File: src/rtl/core_pipe_interlock_pkg.sv
// Shared constants and the outstanding-counter step selection for the s2 interlock scoreboard.
package core_pipe_interlock_pkg;

  localparam int DEF_NREGS     = 32;
  localparam int DEF_RA_W      = 5;
  localparam int DEF_MAX_OUT   = 2;
  localparam int DEF_WB_BYPASS = 1;
  localparam int OUT_CNT_W     = 3;

  typedef enum logic [1:0] {
    CNT_HOLD,
    CNT_INC,
    CNT_DEC
  } cntOp_e;

  // An issue and a writeback in the same cycle cancel; the count never wraps below zero.
  function automatic cntOp_e cntOpSel(input logic inc, input logic dec, input logic isZero);
    if (inc && !dec) return CNT_INC;
    if (dec && !inc && !isZero) return CNT_DEC;
    return CNT_HOLD;
  endfunction

endpackage

File: src/rtl/core_pipe_interlock.sv
// Scoreboard beside decode: tracks late-result destinations and stalls s2 on RAW/WAW
// hazards or when too many long-latency ops are outstanding.
module core_pipe_interlock
  import core_pipe_interlock_pkg::*;
#(
  parameter int NREGS     = DEF_NREGS,
  parameter int RA_W      = DEF_RA_W,
  parameter int MAX_OUT   = DEF_MAX_OUT,
  parameter int WB_BYPASS = DEF_WB_BYPASS
) (
  input  logic                 g_clk,
  input  logic                 g_reset,
  input  logic                 s2_valid,
  input  logic                 s3_ready,
  input  logic                 s2_flush,
  input  logic [RA_W-1:0]      s2_rs1_addr,
  input  logic                 s2_rs1_ren,
  input  logic [RA_W-1:0]      s2_rs2_addr,
  input  logic                 s2_rs2_ren,
  input  logic [RA_W-1:0]      s2_rd,
  input  logic                 s2_rd_wen,
  input  logic                 s2_long,
  input  logic                 wb_valid,
  input  logic [RA_W-1:0]      wb_rd,
  output logic                 s2_stall,
  output logic                 s2_issue,
  output logic [NREGS-1:0]     pend_q,
  output logic [OUT_CNT_W-1:0] out_cnt,
  output logic                 sb_err
);

  localparam logic [OUT_CNT_W-1:0] MAX_OUT_C = OUT_CNT_W'(MAX_OUT);

  logic [NREGS-1:0]     r_pend;
  logic [OUT_CNT_W-1:0] r_cnt;
  logic                 r_err;

  logic [NREGS-1:0] w_wbHit;
  logic [NREGS-1:0] w_pendEff;
  logic [NREGS-1:0] w_pendNext;
  logic             w_raw;
  logic             w_waw;
  logic             w_full;
  logic             w_stall;
  logic             w_issue;
  logic             w_setPend;
  logic             w_errNow;
  cntOp_e           w_cntOp;

  // A writeback landing this cycle can release the hazard it was holding.
  always_comb begin
    w_wbHit = '0;
    if (wb_valid) w_wbHit[wb_rd] = 1'b1;
    w_pendEff = r_pend;
    if (WB_BYPASS != 0) w_pendEff = w_pendEff & ~w_wbHit;
    w_pendEff[0] = 1'b0;
  end

  always_comb begin
    w_raw   = (s2_rs1_ren && w_pendEff[s2_rs1_addr]) ||
              (s2_rs2_ren && w_pendEff[s2_rs2_addr]);
    w_waw   = s2_rd_wen && w_pendEff[s2_rd];
    w_full  = s2_long && (r_cnt == MAX_OUT_C) && !wb_valid;
    w_stall = s2_valid && (w_raw || w_waw || w_full);
    w_issue = s2_valid && s3_ready && !w_stall && !s2_flush;
  end

  // Set is applied after clear so a re-issue to the same register keeps it pending.
  always_comb begin
    w_setPend  = w_issue && s2_long && s2_rd_wen && (s2_rd != '0);
    w_pendNext = r_pend;
    if (wb_valid && (wb_rd != '0)) w_pendNext[wb_rd] = 1'b0;
    if (w_setPend) w_pendNext[s2_rd] = 1'b1;
    w_errNow = wb_valid && ((r_cnt == '0) || ((wb_rd != '0) && !r_pend[wb_rd]));
    w_cntOp  = cntOpSel(w_issue && s2_long, wb_valid, r_cnt == '0);
  end

  always_ff @(posedge g_clk) begin
    if (g_reset) begin
      r_pend <= '0;
      r_cnt  <= '0;
      r_err  <= 1'b0;
    end else begin
      r_pend <= w_pendNext;
      r_err  <= r_err | w_errNow;
      case (w_cntOp)
        CNT_INC: r_cnt <= r_cnt + 1'b1;
        CNT_DEC: r_cnt <= r_cnt - 1'b1;
        default: r_cnt <= r_cnt;
      endcase
    end
  end

  assign s2_stall = w_stall;
  assign s2_issue = w_issue;
  assign pend_q   = r_pend;
  assign out_cnt  = r_cnt;
  assign sb_err   = r_err;

endmodule

File: config.mk
export PLATFORM = sky130hd
export DESIGN_NAME = core_pipe_interlock
export DESIGN_NICKNAME = d
export VERILOG_FILES = /design/src/rtl/core_pipe_interlock_pkg.sv /design/src/rtl/core_pipe_interlock.sv
export SDC_FILE = /design/constraint.sdc
export NUM_CORES = 1
export LEC_CHECK = 0
export CAP_MARGIN = 20
export CORE_UTILIZATION = 55
export DETAILED_ROUTE_END_ITERATION = 8
export PLACE_DENSITY = 0.93
export SETUP_SLACK_MARGIN = 0.2
export SKIP_CTS_REPAIR_TIMING = 1
export SLEW_MARGIN = 20
export SYNTH_ARGS = -nofsm -noshare
export SYNTH_HDL_FRONTEND = slang
export SYNTH_SLANG_ARGS = --single-unit
export TNS_END_PERCENT = 20
File: constraint.sdc
create_clock -name g_clk -period 8.4 [get_ports g_clk]
set_clock_uncertainty 0.05 [all_clocks]
set_input_delay 1.68 -clock g_clk [delete_from_list [all_inputs] [get_ports g_clk]]
set_output_delay 1.68 -clock g_clk [all_outputs]
set_load 0.1 [all_outputs]
==> flow_results.xml <==
<?xml version="1.0" encoding="UTF-8"?>
<metrics>
  <group name="logic_synthesis">
    <metric name="synthDominantCellAreaShare" unit="%">24.0</metric>
    <metric name="syn_inst" unit="">371</metric>
    <metric name="synthesis.yosys.warnings" unit="">0</metric>
    <metric name="synth_top_area_cell" unit="">sky130_fd_sc_hd__dfxtp_1</metric>
    <metric name="yosysSeqAreaShare" unit="%">24.0</metric>
    <metric name="synth.distinct_cells" unit="">53</metric>
    <metric name="synth-async-reset-ratio" unit="%">0</metric>
    <metric name="synthesized_netlist_net_count" unit="">402</metric>
    <metric name="number_of_enable_type_register_cells_in_the_synthesized_netlist" unit="">0</metric>
    <metric name="syn_area" unit="um2">3000</metric>
    <metric name="post_synth_main_area_contributors" unit="">sky130_fd_sc_hd__dfxtp_1 24%, sky130_fd_sc_hd__mux4_2 9.0%, sky130_fd_sc_hd__o22ai_1 6.7%</metric>
    <metric name="ys_seq_elements" unit="">36</metric>
    <metric name="synth-main-ff-cell" unit="">sky130_fd_sc_hd__dfxtp_1</metric>
    <metric name="syn-mean-instance-area" unit="um2">8.09</metric>
  </group>
  <group name="clock_network">
    <metric name="cts_tree" unit="">yes</metric>
    <metric name="cts-buffers-inserted" unit="">5</metric>
    <metric name="cts_num_sinks" unit="">36</metric>
    <metric name="clock_tree.buffer_depth" unit="">2</metric>
    <metric name="cts.clk_slew.worst_paths" unit="ns">0.08</metric>
    <metric name="h_tree_levels" unit="">2</metric>
    <metric name="cts-root-buf" unit="">sky130_fd_sc_hd__clkbuf_8</metric>
    <metric name="worst_skew_pair.late_latency" unit="ns">0.30</metric>
  </group>
  <group name="sta">
    <metric name="finalSetupTns" unit="ns">0</metric>
    <metric name="report.final.slew_viol_count" unit="">0</metric>
    <metric name="worst-slew-pin-transition" unit="ns">1.01</metric>
    <metric name="setup_viol" unit="">0</metric>
    <metric name="finalCritPeriodShare" unit="%">86.3</metric>
    <metric name="max-slew-margin-rel" unit="%">32.7</metric>
    <metric name="hold_viol_final" unit="">0</metric>
    <metric name="maxClockFrequency" unit="GHz">0.138</metric>
    <metric name="worst_slack" unit="ns">1.15</metric>
    <metric name="finalCriticalPeriod" unit="ns">7.25</metric>
    <metric name="rsz_0062_raised_after_global_routing" unit="">false</metric>
  </group>
  <group name="power">
    <metric name="switching_power" unit="mW">0.167</metric>
    <metric name="power.combinational.fraction" unit="%">28.9</metric>
    <metric name="share_clk_of_total_power" unit="%">34.9</metric>
    <metric name="swShare" unit="%">33.9</metric>
    <metric name="part_of_the_power_in_registers" unit="%">36.2</metric>
    <metric name="internal_power" unit="mW">0.326</metric>
    <metric name="pwr_density_cell" unit="nW/um2">131</metric>
    <metric name="max-vdd-ir-drop" unit="uV">179</metric>
    <metric name="power.static_leakage" unit="nW">1.20</metric>
  </group>
  <group name="drt">
    <metric name="drcViolationCount" unit="">2</metric>
    <metric name="routed-via-count" unit="">3648</metric>
    <metric name="dr.first_iter.drc_count" unit="">792</metric>
    <metric name="via_per_inst" unit="">7.49</metric>
    <metric name="postRouteAntennaNets" unit="">0</metric>
    <metric name="drt_pass1_iterations" unit="">9</metric>
    <metric name="drt_wl_total" unit="um">12000</metric>
    <metric name="drt-wirelength-per-cell" unit="um">24.6</metric>
  </group>
  <group name="cells_and_area">
    <metric name="diodes" unit="">0</metric>
    <metric name="nets" unit="">447</metric>
    <metric name="flow.area_growth_from_synthesis" unit="%">25.0</metric>
    <metric name="fraction_of_final_layout_cells_sized_beyond_drive_strength_1" unit="%">10.8</metric>
  </group>
  <group name="floorplan">
    <metric name="chipHeight" unit="um">75.9</metric>
    <metric name="initial_core_util" unit="%">58.0</metric>
    <metric name="die_x" unit="um">75.9</metric>
    <metric name="design.portCount" unit="">68</metric>
    <metric name="core.rowCount" unit="">26</metric>
    <metric name="core_area" unit="um2">5170</metric>
    <metric name="die-area" unit="um2">5760</metric>
  </group>
  <group name="critical_path">
    <metric name="path_max_fanout" unit="">18</metric>
    <metric name="r2r_end" unit="">out_cnt[2]</metric>
    <metric name="critPathCapture" unit="">s2_issue</metric>
    <metric name="ff2ff_path_depth" unit="">11</metric>
    <metric name="timing.reg2reg.setup_slack" unit="ns">4.98</metric>
    <metric name="worstPathRequired" unit="ns">6.67</metric>
    <metric name="timing.critical_path.to_type" unit="">output port</metric>
    <metric name="worst_setup_path_startpoint" unit="">wb_rd[1]</metric>
    <metric name="worstPathArrival" unit="ns">5.52</metric>
    <metric name="start_kind" unit="">primary input</metric>
    <metric name="r2r_start" unit="">pend_q[26]</metric>
    <metric name="timing_worst_setup_path_type" unit="">in -&gt; out</metric>
  </group>
  <group name="place">
    <metric name="hpwl_after_detailed_placement" unit="um">8590</metric>
    <metric name="pre_cts_ws" unit="ns">1.37</metric>
    <metric name="place.port_buffers" unit="">67</metric>
    <metric name="routabilityCongestion" unit="">1.14</metric>
  </group>
  <group name="grt">
    <metric name="grt-ovfl-total" unit="">0</metric>
    <metric name="grt_pass1_vias" unit="">3375</metric>
    <metric name="first_pass_grt_wire_length" unit="um">18400</metric>
    <metric name="grt_start_max_net_pins" unit="">32</metric>
    <metric name="grt_use_total" unit="%">45.0</metric>
    <metric name="number_of_antenna_violations_at_the_first_check_in_global_routing" unit="">1</metric>
  </group>
  <group name="status">
    <metric name="failed_checks" unit="">DRC</metric>
    <metric name="outcome" unit="">complete, but fails checks</metric>
  </group>
  <group name="worst_hold_path">
    <metric name="timing.hold.worst.class" unit="">reg -&gt; reg</metric>
  </group>
  <group name="job">
    <metric name="drv_cap" unit="">0</metric>
  </group>
</metrics>
[power groups by stage]
stage | Combinational, mW | Sequential, mW | Clock [mW]
3_3_place_gp | 0.136 | 0.182 | 0
3_5_place_dp | 0.138 | 0.182 | 0
2_1_floorplan | 0.0722 | 0.208 | 0
4_1_cts | 0.139 | 0.178 | 0.169
5_1_grt | 0.150 | 0.179 | 0.176
6_report | 0.143 | 0.178 | 0.172
[layout by cell type, fill, tap and decap left out, types with 7 or more instances in the layout]
| cell | count |
|---|---|
| sky130_fd_sc_hd__nor3b_1 | 7 |
| sky130_fd_sc_hd__o2111ai_1 | 10 |
| sky130_fd_sc_hd__nand3_1 | 9 |
| sky130_fd_sc_hd__o21ai_1 | 7 |
| sky130_fd_sc_hd__clkdlybuf4s50_1 | 65 |
| sky130_fd_sc_hd__o21ai_0 | 29 |
| sky130_fd_sc_hd__nand4_1 | 9 |
| sky130_fd_sc_hd__o211ai_1 | 13 |
| sky130_fd_sc_hd__inv_1 | 12 |
| sky130_fd_sc_hd__mux4_2 | 12 |
| sky130_fd_sc_hd__nor2b_1 | 9 |
| sky130_fd_sc_hd__o22ai_1 | 32 |
| sky130_fd_sc_hd__nor2_1 | 23 |
| sky130_fd_sc_hd__nand2b_1 | 8 |
| sky130_fd_sc_hd__clkbuf_8 | 7 |
| sky130_fd_sc_hd__dfxtp_1 | 36 |
| sky130_fd_sc_hd__nor3_1 | 8 |
| sky130_fd_sc_hd__mux2i_1 | 13 |
| sky130_fd_sc_hd__nand2_1 | 25 |
[worst min-delay path by stage]
stage              start        end  slack, ns  depth (start not counted)
2_1_floorplan     sb_err     sb_err       0.91                          2
3_3_place_gp      sb_err     sb_err       0.41                          2
3_5_place_dp   pend_q[0]  pend_q[0]       0.44                          1
4_1_cts        pend_q[0]  pend_q[0]       0.46                          1
5_1_grt        pend_q[0]  pend_q[0]       0.47                          1
6_report       pend_q[0]  pend_q[0]       0.45                          1
[per-stage QoR]
step                hold slack [ns]  power [mW]  util (%)  std cells  cell area [um2]
floorplan                     0.907       0.280         -        371             3000
global placement              0.413       0.318      70.1        479             3630
detailed placement            0.442       0.321      70.1        479             3630
CTS                           0.455       0.486      72.5        487             3750
global route                  0.472       0.506      72.5        487             3750
finish                        0.454       0.493      72.5        487             3750
[Yosys cell counts (6+ instances only)]
| library cell | count |
|---|---|
| sky130_fd_sc_hd__nand2_1 | 25 |
| sky130_fd_sc_hd__nand4_1 | 9 |
| sky130_fd_sc_hd__mux2_2 | 6 |
| sky130_fd_sc_hd__nand4b_1 | 6 |
| sky130_fd_sc_hd__o22ai_1 | 32 |
| sky130_fd_sc_hd__inv_1 | 12 |
| sky130_fd_sc_hd__nor3_1 | 8 |
| sky130_fd_sc_hd__dfxtp_1 | 36 |
| sky130_fd_sc_hd__nand3_1 | 9 |
| sky130_fd_sc_hd__o211ai_1 | 13 |
| sky130_fd_sc_hd__mux4_2 | 12 |
| sky130_fd_sc_hd__nor2_1 | 23 |
| sky130_fd_sc_hd__clkbuf_1 | 26 |
| sky130_fd_sc_hd__mux2i_1 | 13 |
| sky130_fd_sc_hd__nor3b_1 | 7 |
| sky130_fd_sc_hd__nor2b_1 | 9 |
| sky130_fd_sc_hd__o21ai_0 | 29 |
| sky130_fd_sc_hd__o21ai_1 | 7 |
| sky130_fd_sc_hd__o2111ai_1 | 10 |
| sky130_fd_sc_hd__nand2b_1 | 8 |
| sky130_fd_sc_hd__nand3b_1 | 6 |
| sky130_fd_sc_hd__a21oi_1 | 6 |
[sequential cells by signal, indices dropped and copies added, names as in the netlist]
register  flops
pend_q       32
out_cnt       3
sb_err        1
[critical path, stage by stage]
cell,delay (ns)
sky130_fd_sc_hd__clkdlybuf4s50_1,1.01
sky130_fd_sc_hd__nand4b_1,0.54
sky130_fd_sc_hd__o21ai_1,0.53
sky130_fd_sc_hd__o22ai_1,0.16
sky130_fd_sc_hd__nor4_1,0.33
sky130_fd_sc_hd__a41oi_1,0.20
sky130_fd_sc_hd__a211oi_2,0.36
sky130_fd_sc_hd__nand4b_1,0.15
sky130_fd_sc_hd__nor3_1,0.22
sky130_fd_sc_hd__buf_4,0.33
[metal layers]
layer  routed length [um]  up-vias  part of all wire [%]  track usage, %
met4                  843        0                   7.0            26.5
met3                 1490      101                    12            16.3
li1                     -     1544                     -               -
met2                 5210      332                    44            67.3
met5                    0        -                     0               0
met1                 4420     1671                    37            55.6
[logic make-up after synthesis]
family | Yosys count | synth area share, %
AND/OR/NAND/NOR | 136 | 25.8
AO/OA/AOI/OAI | 120 | 26.7
buffers and inverters | 45 | 6.67
flip-flops | 36 | 24.0
multiplexers | 31 | 15.6
XOR/XNOR | 2 | 0.584
adder cells (fa/ha/maj) | 1 | 0.667
[layout make-up]
type	count	area [um2]
Fill cell	419	1420
Clock buffer	7	96.3
Inverter	13	48.8
Sequential cell	36	721
Tap cell	70	87.6
Multi-Input combinational cell	290	2080
Timing Repair Buffer	70	688
Clock inverter	1	30.0
Power figures use the tool's default switching activity.
